`src/rtl/uart_io_ctrl.sv`:
```
// uart_io_ctrl: memory-mapped UART/counter I/O block with RX FIFO and 1-cycle registered reads
module uart_io_ctrl #(
  parameter int         RX_DEPTH  = 4,
  parameter logic [3:0] IO_NIBBLE = 4'h8
) (
  input  logic        Clock,
  input  logic        Reset,
  input  logic        stall,
  input  logic [31:0] addr,
  input  logic        re,
  input  logic [3:0]  we,
  input  logic [31:0] din,
  input  logic        inst_retire,
  output logic [31:0] dout,
  output logic        io_sel,
  output logic [7:0]  uart_din,
  output logic        uart_din_valid,
  input  logic        uart_din_ready,
  input  logic [7:0]  uart_dout,
  input  logic        uart_dout_valid,
  output logic        uart_dout_ready
);
  localparam int AW = $clog2(RX_DEPTH);
  logic [7:0]  mem_q [RX_DEPTH];
  logic [7:0]  mem_d [RX_DEPTH];
  logic [AW-1:0] wp_q, wp_d, rp_q, rp_d;
  logic [AW:0] cnt_q, cnt_d;
  logic [31:0] dout_q, dout_d, cyc_q, cyc_d, ins_q, ins_d;
  logic        io_sel_q, io_sel_d, txv_q, txv_d;
  logic [7:0]  txb_q, txb_d;
  logic        io, rd, wr, rx_avail, push, pop, tx_ok, clr;
  logic [7:0]  a;
  logic [31:0] rdata;
  logic        unused_bits;
  assign unused_bits     = ^{addr[27:8], din[31:8]};
  assign io              = addr[31:28] == IO_NIBBLE;
  assign a               = addr[7:0];
  assign rd              = re && !stall && io;
  assign wr              = |we && !stall && io;
  assign rx_avail        = cnt_q != '0;
  // the count only reaches RX_DEPTH (a power of 2) when full, so its MSB is the full flag
  assign uart_dout_ready = !cnt_q[AW] && !Reset;
  assign push            = uart_dout_valid && uart_dout_ready;
  assign pop             = rd && a == 8'h04 && rx_avail;
  assign tx_ok           = wr && a == 8'h08 && !txv_q;
  assign clr             = wr && a == 8'h18;
  assign dout            = dout_q;
  assign io_sel          = io_sel_q;
  assign uart_din        = txb_q;
  assign uart_din_valid  = txv_q;
  always_comb begin
    rdata = a == 8'h00 ? {30'b0, rx_avail, !txv_q} :
            a == 8'h04 ? {24'b0, rx_avail ? mem_q[rp_q] : 8'h00} :
            a == 8'h10 ? cyc_q :
            a == 8'h14 ? ins_q : 32'h0;
    mem_d = mem_q;
    if (push) mem_d[wp_q] = uart_dout;
    wp_d     = push ? wp_q + 1'b1 : wp_q;
    rp_d     = pop ? rp_q + 1'b1 : rp_q;
    cnt_d    = (push && !pop) ? cnt_q + 1'b1 : (pop && !push) ? cnt_q - 1'b1 : cnt_q;
    dout_d   = rd ? rdata : dout_q;
    io_sel_d = (re && !stall) ? io : io_sel_q;
    txv_d    = tx_ok ? 1'b1 : (txv_q && uart_din_ready) ? 1'b0 : txv_q;
    txb_d    = tx_ok ? din[7:0] : txb_q;
    cyc_d    = clr ? 32'h0 : cyc_q + 32'h1;
    ins_d    = clr ? 32'h0 : ins_q + {31'b0, inst_retire && !stall};
  end
  always_ff @(posedge Clock or posedge Reset) begin
    if (Reset) begin
      mem_q    <= '{default: 8'h00};
      wp_q     <= '0;
      rp_q     <= '0;
      cnt_q    <= '0;
      dout_q   <= '0;
      io_sel_q <= 1'b0;
      txv_q    <= 1'b0;
      txb_q    <= '0;
      cyc_q    <= '0;
      ins_q    <= '0;
    end else begin
      mem_q    <= mem_d;
      wp_q     <= wp_d;
      rp_q     <= rp_d;
      cnt_q    <= cnt_d;
      dout_q   <= dout_d;
      io_sel_q <= io_sel_d;
      txv_q    <= txv_d;
      txb_q    <= txb_d;
      cyc_q    <= cyc_d;
      ins_q    <= ins_d;
    end
  end
endmodule

```
`config.mk`:
```
export PLATFORM = sky130hd
export DESIGN_NAME = uart_io_ctrl
export DESIGN_NICKNAME = d
export VERILOG_FILES = /design/src/rtl/uart_io_ctrl.sv
export SDC_FILE = /design/constraint.sdc
export NUM_CORES = 1
export LEC_CHECK = 0
export ABC_AREA = 1
export CAP_MARGIN = 15
export CORE_MARGIN = 5
export CORE_UTILIZATION = 55
export DETAILED_ROUTE_END_ITERATION = 8
export PLACE_DENSITY = 0.91
export SETUP_SLACK_MARGIN = 0.1
export SYNTH_ARGS = -nofsm -noshare
export SYNTH_HDL_FRONTEND = slang
export SYNTH_SLANG_ARGS = --single-unit
```
`constraint.sdc`:
```
create_clock -name Clock -period 6.85 [get_ports Clock]
set_input_delay 1.37 -clock Clock [delete_from_list [all_inputs] [get_ports Clock]]
set_output_delay 1.37 -clock Clock [all_outputs]
set_load 0.01 [all_outputs]
```
# Word-level counts from Yosys, hierarchy flattened
# Cells that the tools add are included.
[op_classes] addsub=6 magnitude_cmp=3 eq_ne=6 muxes=17 bitwise_logic=2 n_reduce_logical=27
[ops] cell="two-way mux 32 bit" n=6
[ops] cell="adder 32 x 1 -> 32 bit" n=1
[ops] cell="adder 32 x 1 -> 32 bit (second input constant)" n=1
[ops] cell="bitwise mux 32 bit" n=1
[ops] cell="two-way mux 8 bit" n=4
[ops] cell="equality test 8 x 5 -> 1 bit (second input constant)" n=3
[ops] cell="binary-select mux 8 bit (select 2 bit)" n=1
[ops] cell="demux 8 bit (select 2 bit)" n=1
[ops] cell="logical AND 1 bit" n=16
[ops] cell="equality test 8 x 3 -> 1 bit (second input constant)" n=1
[ops] cell="equality test 8 x 4 -> 1 bit (second input constant)" n=1
[ops] cell="logical NOT 8 bit" n=1
[ops] cell=">= comparator 3 bit (second input constant)" n=2
[ops] cell="logical NOT 1 bit" n=6
[ops] cell="two-way mux 3 bit" n=2
[ops] cell="NOT 2 -> 3 bit" n=2
[ops] cell="adder 2 x 1 -> 2 bit (second input constant)" n=2
[ops] cell="equality test 4 bit (second input constant)" n=1
[ops] cell="nonzero test 2 bit" n=2
[ops] cell="OR reduction 4 bit" n=1
[ops] cell="adder 3 x 1 -> 3 bit (second input constant)" n=1
[ops] cell="less-than comparator 3 x 1 -> 1 bit (second input constant)" n=1
[ops] cell="nonzero test 3 bit" n=1
[ops] cell="subtractor 3 x 1 -> 3 bit (second input constant)" n=1
[ops] cell="two-way mux 1 bit" n=2
[totals] register_bits=145 inputBits=83 output_inout_bits=43 elab_cells=74

# Depth between registers and ports, before layout
# Gate-level depths: netlist (run 1).
[depth] depth_word=8 ltp_mapped=12 mapped_depth_nobuf=12

# Worst setup path before layout (run 1)
# OpenSTA, ideal clock, no wires.
[synth_path] path_type="input -> register" startpoint="input port addr[4]" endpoint="register cnt_q[1]" setup_ns=0.125 arrival_time_ns=2.899 t_required_ns=6.725 slack_ns=3.826 path_stages=8 n_path_buf=0 path_cell_list="nor2_1 > nand2_1 > nor2_2 > nand2_1 > ha_1 > inv_1 > fa_1 > mux2_2"
[synth_via] elab_chain_len=6 word_cells_on_any_way=8 classes_between="1 x eq/ne; 1 x mux; 6 x reduce/logical"
[synth_rtl] item="start, declared" line="9" source="input logic [31:0] addr,"
[synth_rtl] item="equality test 8 x 3 -> 1 bit" line="44" source="assign pop = rd && a == 8'h04 && rx_avail;"
[synth_rtl] item="logical AND 1 bit (2 in series)" line="44"
[synth_rtl] item="logical NOT 1 bit" line="60" source="cnt_d = (push && !pop) ? cnt_q + 1'b1 : (pop && !push) ? cnt_q - 1'b1 : cnt_q;"
[synth_rtl] item="logical AND 1 bit" line="60"
[synth_rtl] item="two-way mux 3 bit" line="60"
[synth_rtl] item="net cnt_d[1]" line="27" source="logic [AW:0] cnt_q, cnt_d;"
[synth_rtl] item="end signal, assigned" line="84" source="cnt_q <= cnt_d;"
[synth_rtl] item="end, declared" line="27"
# The timed path passes the listed nets, and every way through them passes these cells.
# A chain may end at the register's enable or synchronous reset.

# Final worst setup path (run 1)
[layout_path] startpoint="input port Reset" endpoint="output port uart_dout_ready"
[layout_via] elab_chain_len=2
[layout_rtl] item="start, declared" line="7" source="input logic Reset,"
[layout_rtl] item="logical NOT 1 bit (no line)"
[layout_rtl] item="logical AND 1 bit" line="42" source="assign uart_dout_ready = !cnt_q[AW] && !Reset;"
[layout_rtl] item="end, declared" line="21" source="output logic uart_dout_ready"
# No other way between the ends.

==> out/summary.md, run 1 <==
By area the synthesized netlist is led by sky130_fd_sc_hd__dfrtp_1, sky130_fd_sc_hd__nand2_1, sky130_fd_sc_hd__nor2_1, sky130_fd_sc_hd__inv_1, sky130_fd_sc_hd__nand3_1. For this run, the total global-route usage over all layers was measured as 24.3%. The worst min-delay path category is reg2reg. The number of placed instances, taps included, is 1,352. The power after layout is 2.73 mW, and the ratio of final minimum period to clock period is 57.4%. TritonCTS built the clock tree. The violation count after the first detailed-routing iteration was 747. At the end of the flow, the number of nets in the layout was 1,279. The shortest period the worst path allows is 3.93 ns.

During placement, the flow inserted port buffers numbering 81. The utilization after layout is 66.6%. The total iterations of the first detailed-routing run was 5; the number of global-route vias before repair was 7,318.

Hold is met by 0.479 ns. Measured against its own limit, the worst slew margin works out to 36.7%. The clock reaches the later pin of the worst-skew pair after 0.43 ns.

The critical path start-end classification is in2out. Number of diodes added for antenna fixing: 0. The finished layout holds 1,384 standard cells, fillers aside. The register bit total from synthesis is 145. The routed wire length is 20.9 mm, and the arrival time of data at the critical path endpoint is 2.56 ns. Setup repair after global routing left no endpoint under its margin. The weighted congestion reported at the end of routability-driven placement was 0.999; the max-slew violation total from the final report was 0.

The area inside the core boundary is 14,600 um2. For this configuration, the core starts out at a cell density of 56.3%. On the final layout, the worst clock skew is 0.00858 ns. The logs give 34.8 mm for the global-route wire length before repair and 126 for the count of boundary I/O pins.

The tools report the maximum clock rate as 254 MHz. Global routing finished with a remaining overflow of 0. After clock tree synthesis, the flow added hold-fix buffers numbering 0. The worst setup path is launched from an input port. The H-tree was split into 4 levels. The summed area of non-filler cells in the final layout is 9720 um2, and the count of unique library cells instantiated by Yosys is 30. The largest fanout of any net on the critical path works out to 2. The floorplan step set the die width to 132 um. The combined area of all synthesized cells was 8210 um2. STA classifies the critical path endpoint as an output pin. The run finished with clean final reports. Summed over all instances, the cell type with the most area after synthesis is sky130_fd_sc_hd__dfrtp_1.

IR analysis of the VDD net gives a maximum drop of 0.170 mV. The count of warnings emitted by yosys came out at 0. In this run the remaining antenna-violating nets after routing total 0. The root buffer cell chosen for the clock tree is sky130_fd_sc_hd__clkbuf_16. For the initial antenna violation count, the log shows 0.

The number of nets produced by synthesis was 1,207; the pre-CTS setup slack was 2.71 ns. Counting flops with a built-in enable in the synthesized netlist gives 0. The detailed router placed 7,605 vias in this run.

The number of max-capacitance violations reported is 0. For the number of cells produced by synthesis, the log shows 1,115. In the synthesized netlist the dominant register cell turns out to be sky130_fd_sc_hd__dfrtp_1. Setup slack on the critical path of the routed design comes to 2.92 ns. The die span in y came out at 132 um.

The detail-routed net length per standard cell is 15.1 um, and the critical path data required time is 5.48 ns. After synthesis, the share of flip-flops with an asynchronous set or reset is 100%. Dividing the detail-routed via count by the number of cells gives 5.49.

The run gives 0 as the final-report hold violation count. Post-CTS timing repair inserted 0 buffers for setup. Dividing the synthesized area by the synthesized cell count gives 7.36 um2. The number of buffers on the longest clock path is 2, and the post-detailed-placement cell area is 9100 um2. For the pin with the worst max-slew slack, the measured transition is 0.948 ns. The largest net degree at the start of global routing is 97.

In this run, CTS created clock tree buffers numbering 17. The proportion of layout cells with a drive suffix above 1 came out at 10.0%. The final count of negative-setup-slack endpoints was 0; the clock-pin slew of the registers on the worst-case setup and hold paths was 0.06 ns. The remaining design rule violation count is 0.

The area share of the largest cell type after synthesis is 44.2%, and the number of core rows is 44. The total negative setup slack is 0 ns, and the total number of clock tree sinks is 145. The leakage power was 4.68 nW; the die area was 17,500 um2. The filler cells instantiated in the layout total 1,086.

Power spread over the standard cell area amounts to 280 nW/um2. For this run, the register share of the synthesized area comes to 44.2%. From synthesis to final layout, the design area changed by 18.4%. In this run, post-CTS repair resized a total of 0 instances. The wire-length estimate of the detail-placed layout is 14.9 mm.
==> placed cells by master, fill, tap and decap left out, drive strengths merged <==
cell and n:
a21oi 4, clkinv 6, ha 8, nor2 200
xnor2 19, nand4 1, xor2 6, bufinv 4
nor3 5, mux2 1, clkdlybuf4s50 81, o21ai 97
clkbuf 21, fa 1, o211ai 22, dfrtp 145
clkinvlp 2, nand2 374, buf 2, nand3b 2
inv 119, nand3 80
==> final cells by class <==
| type | instances | area, um2 | share of cell area (%) |
|---|---|---|---|
| inverters | 120 | 455 | 4.69 |
| repair buffers | 83 | 826 | 8.50 |
| clock inverters | 11 | 160 | 1.65 |
| clock buffers | 21 | 460 | 4.74 |
| flip-flops and latches | 145 | 3630 | 37.3 |
| well taps | 184 | 230 | 2.37 |
| multi-input cells | 820 | 3960 | 40.7 |
==> flip-flops by register name, indices dropped and copies added, names as in the netlist <==
signal / count
mem_q: 32
dout: 32
uart_din: 8
io_sel: 1
uart_din_valid: 1
rp_q: 2
ins_q: 32
cyc_q: 32
cnt_q: 3
wp_q: 2
==> cells in the mapped netlist (8+ instances only) <==
| cell | instances |
|---|---|
| sky130_fd_sc_hd__xnor2_1 | 19 |
| sky130_fd_sc_hd__inv_1 | 111 |
| sky130_fd_sc_hd__ha_1 | 8 |
| sky130_fd_sc_hd__o211ai_1 | 22 |
| sky130_fd_sc_hd__buf_2 | 18 |
| sky130_fd_sc_hd__nor2_4 | 14 |
| sky130_fd_sc_hd__o21ai_0 | 10 |
| sky130_fd_sc_hd__o21ai_1 | 61 |
| sky130_fd_sc_hd__nor2_1 | 167 |
| sky130_fd_sc_hd__nand2_1 | 359 |
| sky130_fd_sc_hd__nand2_2 | 14 |
| sky130_fd_sc_hd__o21ai_2 | 26 |
| sky130_fd_sc_hd__inv_2 | 8 |
| sky130_fd_sc_hd__nand3_1 | 77 |
| sky130_fd_sc_hd__nor2_2 | 18 |
| sky130_fd_sc_hd__dfrtp_1 | 145 |
==> per-layer routing <==
metal | global-route usage [%] | routed length (um) | share of wire, % | vias up
met1 | 30.6 | 8310 | 40 | 3546
met4 | 11.8 | 795 | 3.8 | 0
met2 | 39.5 | 10000 | 48 | 362
li1 | - | - | - | 3620
met3 | 5.84 | 1780 | 8.5 | 77
met5 | 0 | 0 | 0 | -
==> critical path, cell delays in order <==
cell                              delay, ns
sky130_fd_sc_hd__clkdlybuf4s50_1       0.49
sky130_fd_sc_hd__nor2_1                0.15
sky130_fd_sc_hd__clkdlybuf4s50_1       0.55
==> final timing paths <==
| path | to | cells past startpoint | startpoint | slack [ns] |
|---|---|---|---|---|
| worst max register to register | cnt_q[2] | 9 | cnt_q[0] | 4.71 |
| worst min register to register | dout[5] | 2 | dout[5] | 0.48 |
| min in group asynchronous | wp_q[1] | 2 | Reset | 1.52 |
| worst min-delay path | dout[5] | 2 | dout[5] | 0.48 |
| worst max-delay path | uart_dout_ready | 3 | Reset | 2.92 |
| max in group asynchronous | ins_q[31] | 3 | Reset | 4.13 |
==> power by group <==
group	switching, mW	total, mW	internal [mW]
combinational	0.348	0.570	0.222
sequential	0.159	1.18	1.02
clock	0.353	0.977	0.625
total	0.860	2.73	1.87
==> kinds of logic (layout without fill, tap and decap cells) <==
kind of cell,Yosys count,after routing,share of synthesized area [%]
adders and majority gates,9,9,1.46
xor gates and xnor gates,25,25,2.67
DFF,145,145,44.2
buffers and inverters,150,235,7.55
muxes,1,1,0.137
and+or+nand+nor,662,662,34.6
AOI/OAI and AO/OA,123,123,9.36
Note: power is estimated with default switching activity, not from simulation.
==> inputs of run 2 (changes only) <==
--- a/config.mk
+++ b/config.mk
@@ -8,9 +8,9 @@
 export ABC_AREA = 1
 export CAP_MARGIN = 15
 export CORE_MARGIN = 5
-export CORE_UTILIZATION = 55
+export CORE_UTILIZATION = 49
 export DETAILED_ROUTE_END_ITERATION = 8
-export PLACE_DENSITY = 0.91
+export PLACE_DENSITY = 0.86
 export SETUP_SLACK_MARGIN = 0.1
 export SYNTH_ARGS = -nofsm -noshare
 export SYNTH_HDL_FRONTEND = slang
==> constraint.sdc (replaced) <==
create_clock -name Clock -period 3.6 [get_ports Clock]
set_input_delay 0.72 -clock Clock [delete_from_list [all_inputs] [get_ports Clock]]
set_output_delay 0.72 -clock Clock [all_outputs]
set_load 0.01 [all_outputs]
==> run 2 against run 1 <==
  * Global-route usage down 2.1 points
  * Hold slack better by 0.0068 ns
  * Critical path type unchanged
  * Sequential power up 90%
  * Largest power group unchanged
  * Clock-buffer cell count up 1
  * Critical path depth unchanged
  * Final area up 0.70%
==> out/summary.md, run 2 (same netlist as run 1, synthesis figures left out) <==
The run finished with clean final reports. For the number of buffers created by CTS, the log shows 17 (unchanged). The proportion of layout cells with a drive suffix above 1 was 10.1% (+0.13 points); the remaining design rule violation count was 0 (unchanged). STA classifies the critical path endpoint as an output pin. The library cells used most frequently in the layout, excluding fill and tap cells, are sky130_fd_sc_hd__nand2_1, sky130_fd_sc_hd__nor2_1, sky130_fd_sc_hd__dfrtp_1.

The number of buffer and inverter stages on the critical path is 2 (unchanged). The global-route usage over all layers is 22.2% (-2.1 points), and the violation count after the first detailed-routing iteration is 801 (+7.2%). The logs give 145 (unchanged) for the total number of clock tree sinks and 0.981 ns (-1.94 ns) for the worst setup margin. The number of buffers on the longest clock path is 2 (unchanged), and the x dimension of the die is 139 um (+5.5%).

The number of buffers inserted by port buffering is 81 (unchanged), and the summed area of non-filler cells in the final layout is 9790 um2 (+0.70%). Dividing the final minimum period by the clock period gives 72.8%. The worst path in the final design needs a cycle of 2.62 ns, including I/O delays and setup. The total via count after detailed routing was 7,478 (-1.7%). The register area was 3630 um2 (unchanged). The global route total overflow is 0 (unchanged). The number of core rows came out at 47 (+6.8%). The final worst clock skew is 0.00526 ns (-0.00332 ns), and the slew at the pin with the worst max-slew slack is 0.790 ns (-0.157 ns). STA classifies the critical path startpoint as an input port.

The tools report the arrival time of data at the critical path endpoint as 1.90 ns (-0.66 ns). The clock latency reported for the late side of the worst-skew pair was 0.43 ns (about the same); the post-detailed-placement cell area was 9200 um2 (+1.1%). The delay of the slowest critical-path stage is 0.57 ns (+0.02 ns), and the largest net degree at the start of global routing is 146 (+51%). Max-slew violation total from the final report: 0 (unchanged). Static timing analysis puts the maximum clock frequency at 382 MHz. The HPWL after detailed placement came out at 15.1 mm (+1.3%). The run gives 1.52 ns (-3.19 ns) as the register-to-register setup slack. For the final count of negative-setup-slack endpoints, the log shows 0 (unchanged).

The total negative setup slack was 0 ns (unchanged); the final standard cell count with taps included and fillers excluded was 1,424 (+2.9%). The final-stage net count was 1,283 (+0.31%); the number of fillers in the final layout was 1,397 (+29%). The worst voltage drop across the vdd grid is 0.342 mV (+100%). The count of hold-fix buffers inserted at cts was 0 (unchanged).

The cell seen most often among critical-path stages is sky130_fd_sc_hd__clkdlybuf4s50_1. The pre-CTS setup slack was 0.596 ns (-2.11 ns). The detail-routed net length per standard cell was 14.6 um (-3.4%). The tools report the number of diodes added for antenna fixing as 0 (unchanged). The most common library cell in the layout ignoring fill and taps was sky130_fd_sc_hd__nand2_1.

For the critical path data required time, the log shows 2.88 ns (-2.60 ns). The clock-pin slew of the registers on the worst-case setup and hold paths was 0.05 ns (about the same); the routed wire length was 20.8 mm (-0.57%). The run gives 1.01 (+1.2%) as the weighted congestion reported at the end of routability-driven placement.

Walking the worst path, the cells encountered are clkdlybuf4s50_1 -> nor2_1 -> clkdlybuf4s50_1. The root buffer cell is sky130_fd_sc_hd__clkbuf_16. The logs give 16,500 um2 (+13%) for the area inside the core boundary and 4.68 nW (about the same) for the leakage power.

Total iterations of the first detailed-routing run: 5 (unchanged). The die span in y was 139 um (+5.5%); the total of cells resized after clock tree synthesis was 0 (unchanged). The final-report hold violation count came out at 0 (unchanged). The via density per instance came out at 5.25 (-4.4%). The final antenna-violating net count is 0 (unchanged), and the number of max-capacitance violations reported is 0 (unchanged). The multi-input combinational cell area came out at 3960 um2 (unchanged). The initial core utilization is 49.7% (-6.6 points).

The remaining max-slew budget at the tightest pin came out at 47.3% (+11 points). The die area was 19,400 um2 (+11%); the area added between synthesis and finish was 19.3%. Cell with the largest stage delay on the worst path: sky130_fd_sc_hd__clkdlybuf4s50_1. The worst min-delay path category is reg2reg.

The cell family with the largest share of critical-path delay was buffers and inverters. By startpoint and endpoint, the worst setup path is classified as in2out. For the H-tree depth reported by CTS, the log shows 4 (unchanged).

The tools report the initial antenna violation count as 0 (unchanged). The tools report the global-route wire length before repair as 35.3 mm (+1.6%). TritonCTS built the clock tree. The largest fanout of any net on the critical path works out to 2 (unchanged). The power density normalized to cell area works out to 521 nW/um2 (+86%). For the number of global-route vias before repair, the log shows 7,192 (-1.7%). The total instance count after detailed placement came out at 1,392 (+3.0%). The count of boundary I/O pins was 126 (unchanged).

For the number of buffers added for setup after CTS, the log shows 0 (unchanged). Setup repair after global routing left no endpoint under its margin.
## run 2: cell count changes in the layout (fill, tap and decap cells not counted)
| cell | previous run | this run |
|---|---|---|
| sky130_fd_sc_hd__clkinvlp_4 | 2 | 5 |
| sky130_fd_sc_hd__buf_12 | 0 | 2 |
| sky130_fd_sc_hd__buf_4 | 2 | 4 |
| sky130_fd_sc_hd__clkbuf_1 | 2 | 4 |
| sky130_fd_sc_hd__clkinv_2 | 5 | 3 |
| sky130_fd_sc_hd__bufinv_16 | 4 | 3 |
| sky130_fd_sc_hd__clkbuf_8 | 2 | 1 |
| sky130_fd_sc_hd__inv_6 | 1 | 0 |
## run 2: path summary, 6_finish.rpt
check,start,end,depth (start not counted)
max,Reset,uart_dout_ready,3
min,mem_q[8],mem_q[8],2
max reg2reg,cnt_q[0],cnt_q[2],9
min reg2reg,mem_q[8],mem_q[8],2
max in group asynchronous,Reset,cyc_q[15],3
min in group asynchronous,Reset,wp_q[0],3
## run 2: routing by layer
metal / track usage (%) / routed length [um] / part of all wire [%] / vias to the layer above
met4: 8.81 / 539 / 2.6 / 0
met1: 29.2 / 8790 / 42 / 3527
li1: - / - / - / 3641
met2: 36.8 / 10300 / 49 / 271
met5: 0 / 0 / 0 / -
met3: 3.84 / 1220 / 5.8 / 39
## run 2: area by class of cell
cell class	instances	area share, %
tap	220	2.81
sequential	145	37.1
clock inverter	10	1.38
multi-input combinational	820	40.5
timing repair buffer	87	9.00
inverter	120	4.64
clock buffer	22	4.64
## run 2: per-stage QoR
stage,power [mW],hold WS [ns],util (%)
floorplan,3.01,0.459,-
global placement,3.25,0.466,55.7
detailed placement,3.33,0.471,55.7
CTS,5.11,0.488,59.2
global route,5.39,0.511,59.2
finish,5.09,0.486,59.2
## run 2: worst reg2reg max path: cells and delay by family, from the launching register on
family	cells	cell delay, ns
AOI/OAI and AO/OA	2	0.26
adders and majority gates	2	0.55
DFF	1	0.44
xor gates and xnor gates	1	0.13
and+or+nand+nor	3	0.49
buffers and inverters	1	0.08
## run 2: where the power goes
group	internal [mW]	switching, mW	total (mW)
Sequential	1.94	0.304	2.24
Combinational	0.426	0.656	1.08
Clock	1.10	0.669	1.77
==> inputs of run 3 (changes only) <==
==> constraint.sdc (replaced) <==
create_clock -name Clock -period 2.4 [get_ports Clock]
set_input_delay 0.48 -clock Clock [delete_from_list [all_inputs] [get_ports Clock]]
set_output_delay 0.48 -clock Clock [all_outputs]
set_load 0.01 [all_outputs]
==> run 3 against run 2 <==
  * Die area did not move
  * Sequential share of layout area fell by 0.88 points
  * Final area is 2.4% higher
  * Clock-buffer cell count decreased by 1
  * Critical path depth rose by 1
  * Routed wire length increased by 4.6%
  * Non-clock buffer count rose by 27
  * Hold slack got worse by 0.0066 ns
  * Clock skew grew 0.0036 ns
==> out/summary.md, run 3 (same netlist as run 1, synthesis figures left out) <==
The number of buffer and inverter stages on the critical path was 3 (+1). The initial antenna violation count was 0 (unchanged); the remaining max-slew budget at the tightest pin was 66.2% (+19 points). For the clock latency reported for the late side of the worst-skew pair, the log shows 0.43 ns (about the same). The kind of cell with the highest combined delay along the critical path is buffers and inverters. The area inside the core boundary was 16,500 um2 (unchanged); the post-detailed-placement cell area was 9440 um2 (+2.6%). The via density per instance is 5.24 (-0.29%). The final standard cell count with taps included and fillers excluded came out at 1,451 (+1.9%). The endpoint identified for the worst register-to-register timing path is cnt_q[2].

The final count of negative-setup-slack endpoints is 0 (unchanged), and the switching part of the total power is 32.1% (+0.11 points). The tools report the count of hold-fix buffers inserted at cts as 0 (unchanged). The run gives 6 (+1) as the total iterations of the first detailed-routing run.

The switching power is 2.47 mW (+52%), and the maximum clock rate is 463 MHz. The H-tree depth reported by CTS is 4 (unchanged). For the weighted congestion reported at the end of routability-driven placement, the log shows 0.932 (-7.8%). Arrival time of data at the critical path endpoint: 1.68 ns (-0.22 ns). The worst setup path is launched from an input port. The launch instance of the worst register-to-register path was cnt_q[0].

The final antenna-violating net count was 0 (unchanged). The number of core rows is 47 (unchanged), and the area added between synthesis and finish is 22.2%. The delay of the slowest critical-path stage works out to 0.52 ns (-0.05 ns).

The clock-pin slew of the registers on the worst-case setup and hold paths was 0.06 ns (about the same); the largest fanout of any net on the critical path was 2 (unchanged). For the leakage power, the log shows 4.83 nW (+3.3%). For the final-report hold violation count, the log shows 0 (unchanged). The global-route usage over all layers was 22.6% (+0.40 points); the x dimension of the die was 139 um (unchanged). The relative contribution of combinational cells to total power came out at 21.7% (+0.5 points). The tools report the HPWL after detailed placement as 15.7 mm (+4.2%). The number of global-route vias before repair was 7,280 (+1.2%); the global route total overflow was 0 (unchanged). The critical path start-end classification was in2out.

The critical path data required time is 1.92 ns (-0.96 ns), and the final worst clock skew is 0.00884 ns (+0.00358 ns). TritonCTS built the clock tree. For hold timing, the worst endpoint is uart_din[6]. The part of the total power dissipated in sequential elements is 43.6% (-0.4 points). The number of cells traversed by the worst hold path was 2 (unchanged); the clock network power share was 34.7% (about the same).

The startpoint identified for the worst hold timing path is uart_din[6]. The shortest period the worst path allows was 2.16 ns; the routed wire length was 21.8 mm (+4.6%). Leaving out fill and tap cells, the most frequent cells in the layout are sky130_fd_sc_hd__nand2_1, sky130_fd_sc_hd__nor2_1, sky130_fd_sc_hd__dfrtp_1. The number of diodes added for antenna fixing is 0 (unchanged), and the detail-routed net length per standard cell is 15.0 um (+2.6%).

The worst hold path belongs to the class reg2reg. Setup repair after global routing left no endpoint under its margin. For the global-route wire length before repair, the log shows 35.8 mm (+1.2%). The logs give 95 (-35%) for the largest net degree at the start of global routing and 0 (unchanged) for the number of max-capacitance violations reported.

The root buffer cell was sky130_fd_sc_hd__clkbuf_16. The die span in y works out to 139 um (unchanged). The run gives 0.35 ns (-1.17 ns) as the register-to-register setup slack. Slew at the pin with the worst max-slew slack: 0.507 ns (-0.284 ns). Leaving out fill and tap cells, the most frequent cell in the layout is sky130_fd_sc_hd__nand2_1. The logic depth of the worst register-to-register path was 9 (unchanged); the number of buffers on the longest clock path was 2 (unchanged). The run gives 17 (unchanged) as the number of buffers created by CTS. The die area is 19,400 um2 (unchanged), and the final-stage net count is 1,310 (+2.1%). The tools report the remaining design rule violation count as 0 (unchanged).

The ratio of final minimum period to clock period was 90.0%. The flow ran to the end, and the final reports show no timing, DRC or antenna violations. The tools report the total instance count after detailed placement as 1,419 (+1.9%). Among all stages on the critical path, the largest delay is contributed by sky130_fd_sc_hd__clkdlybuf4s50_1.

The run gives 0 (unchanged) as the max-slew violation total from the final report. The most numerous cell type found on the critical path is sky130_fd_sc_hd__clkdlybuf4s50_1. The total number of clock tree sinks is 145 (unchanged), and the initial core utilization is 49.7% (unchanged).

The internal power is 5.23 mW (+51%), and the power density normalized to cell area is 769 nW/um2 (+48%). The number of buffers inserted by port buffering is 81 (unchanged). The critical path launch point is Reset.

The summed area of non-filler cells in the final layout is 10,000 um2 (+2.4%), and the total via count after detailed routing is 7,598 (+1.6%). Walking the worst path, the cells encountered are clkdlybuf4s50_1 -> nor2_1 -> buf_4 -> clkdlybuf4s50_1. The logs give 0.553 mV (+62%) for the worst voltage drop across the vdd grid and 126 (unchanged) for the count of boundary I/O pins. STA classifies the critical path endpoint as an output pin. The proportion of layout cells with a drive suffix above 1 was 12.2% (+2.1 points); the violation count after the first detailed-routing iteration was 799 (-0.25%).
[run 3: area by class of cell]
cell class / count / area, um2
repair buffers: 114 / 1120
multi-input cells: 820 / 3960
flip-flops and latches: 145 / 3630
clock inverters: 11 / 138
inverters: 120 / 454
fillers: 1394 / 6500
clock buffers: 21 / 450
well taps: 220 / 275
[run 3: power groups by stage]
| stage | Combinational (mW) | Clock, mW | Sequential, mW |
|---|---|---|---|
| final | 1.67 | 2.67 | 3.36 |
| after CTS | 1.68 | 2.69 | 3.35 |
| after global routing | 1.91 | 2.81 | 3.43 |
| after detailed placement | 1.65 | 0 | 3.38 |
| after global placement | 1.58 | 0 | 3.36 |
| after floorplan | 1.27 | 0 | 3.25 |
[run 3: metrics by stage]
| stage | setup TNS, ns | utilization (%) | setup WS [ns] | hold slack, ns | power [mW] |
|---|---|---|---|---|---|
| after global placement | -0.178 | 57.1 | -0.0438 | 0.465 | 4.94 |
| after global routing | 0 | 60.7 | 0.125 | 0.508 | 8.15 |
| after detailed placement | -0.422 | 57.1 | -0.108 | 0.471 | 5.03 |
| final | 0 | 60.7 | 0.240 | 0.480 | 7.71 |
| after CTS | 0 | 60.7 | 0.232 | 0.486 | 7.72 |
| after floorplan | 0 | - | 0.101 | 0.459 | 4.52 |
[run 3: worst max-delay path by stage]
stage,end,slack [ns],cells after the start
after CTS,uart_dout_ready,0.23,4
after floorplan,cnt_q[0],0.10,1
after global routing,ins_q[18],0.13,13
after global placement,cnt_q[1],-0.04,9
final,uart_dout_ready,0.24,4
after detailed placement,ins_q[18],-0.11,12
[run 3: tightest hold or removal path: cells and delay by family (launching register included)]
family             cells  cell delay [ns]
DFF                    1             0.34
and+or+nand+nor        1             0.06
AOI/OAI and AO/OA      1             0.05
[run 3: layer usage]
metal	GRT usage (%)	up-vias	part of all wire, %
li1	-	3694	-
met4	7.16	0	1.7
met3	5.04	37	6.4
met2	37.8	272	49
met5	0	-	0
met1	29.5	3595	43
[run 3: timing repair]
| action | CTS | global route |
|---|---|---|
| endpoints found under the setup margin | 0 | 1 |
| setup buffers | 0 | 0 |
| gates resized for setup | 0 | 0 |
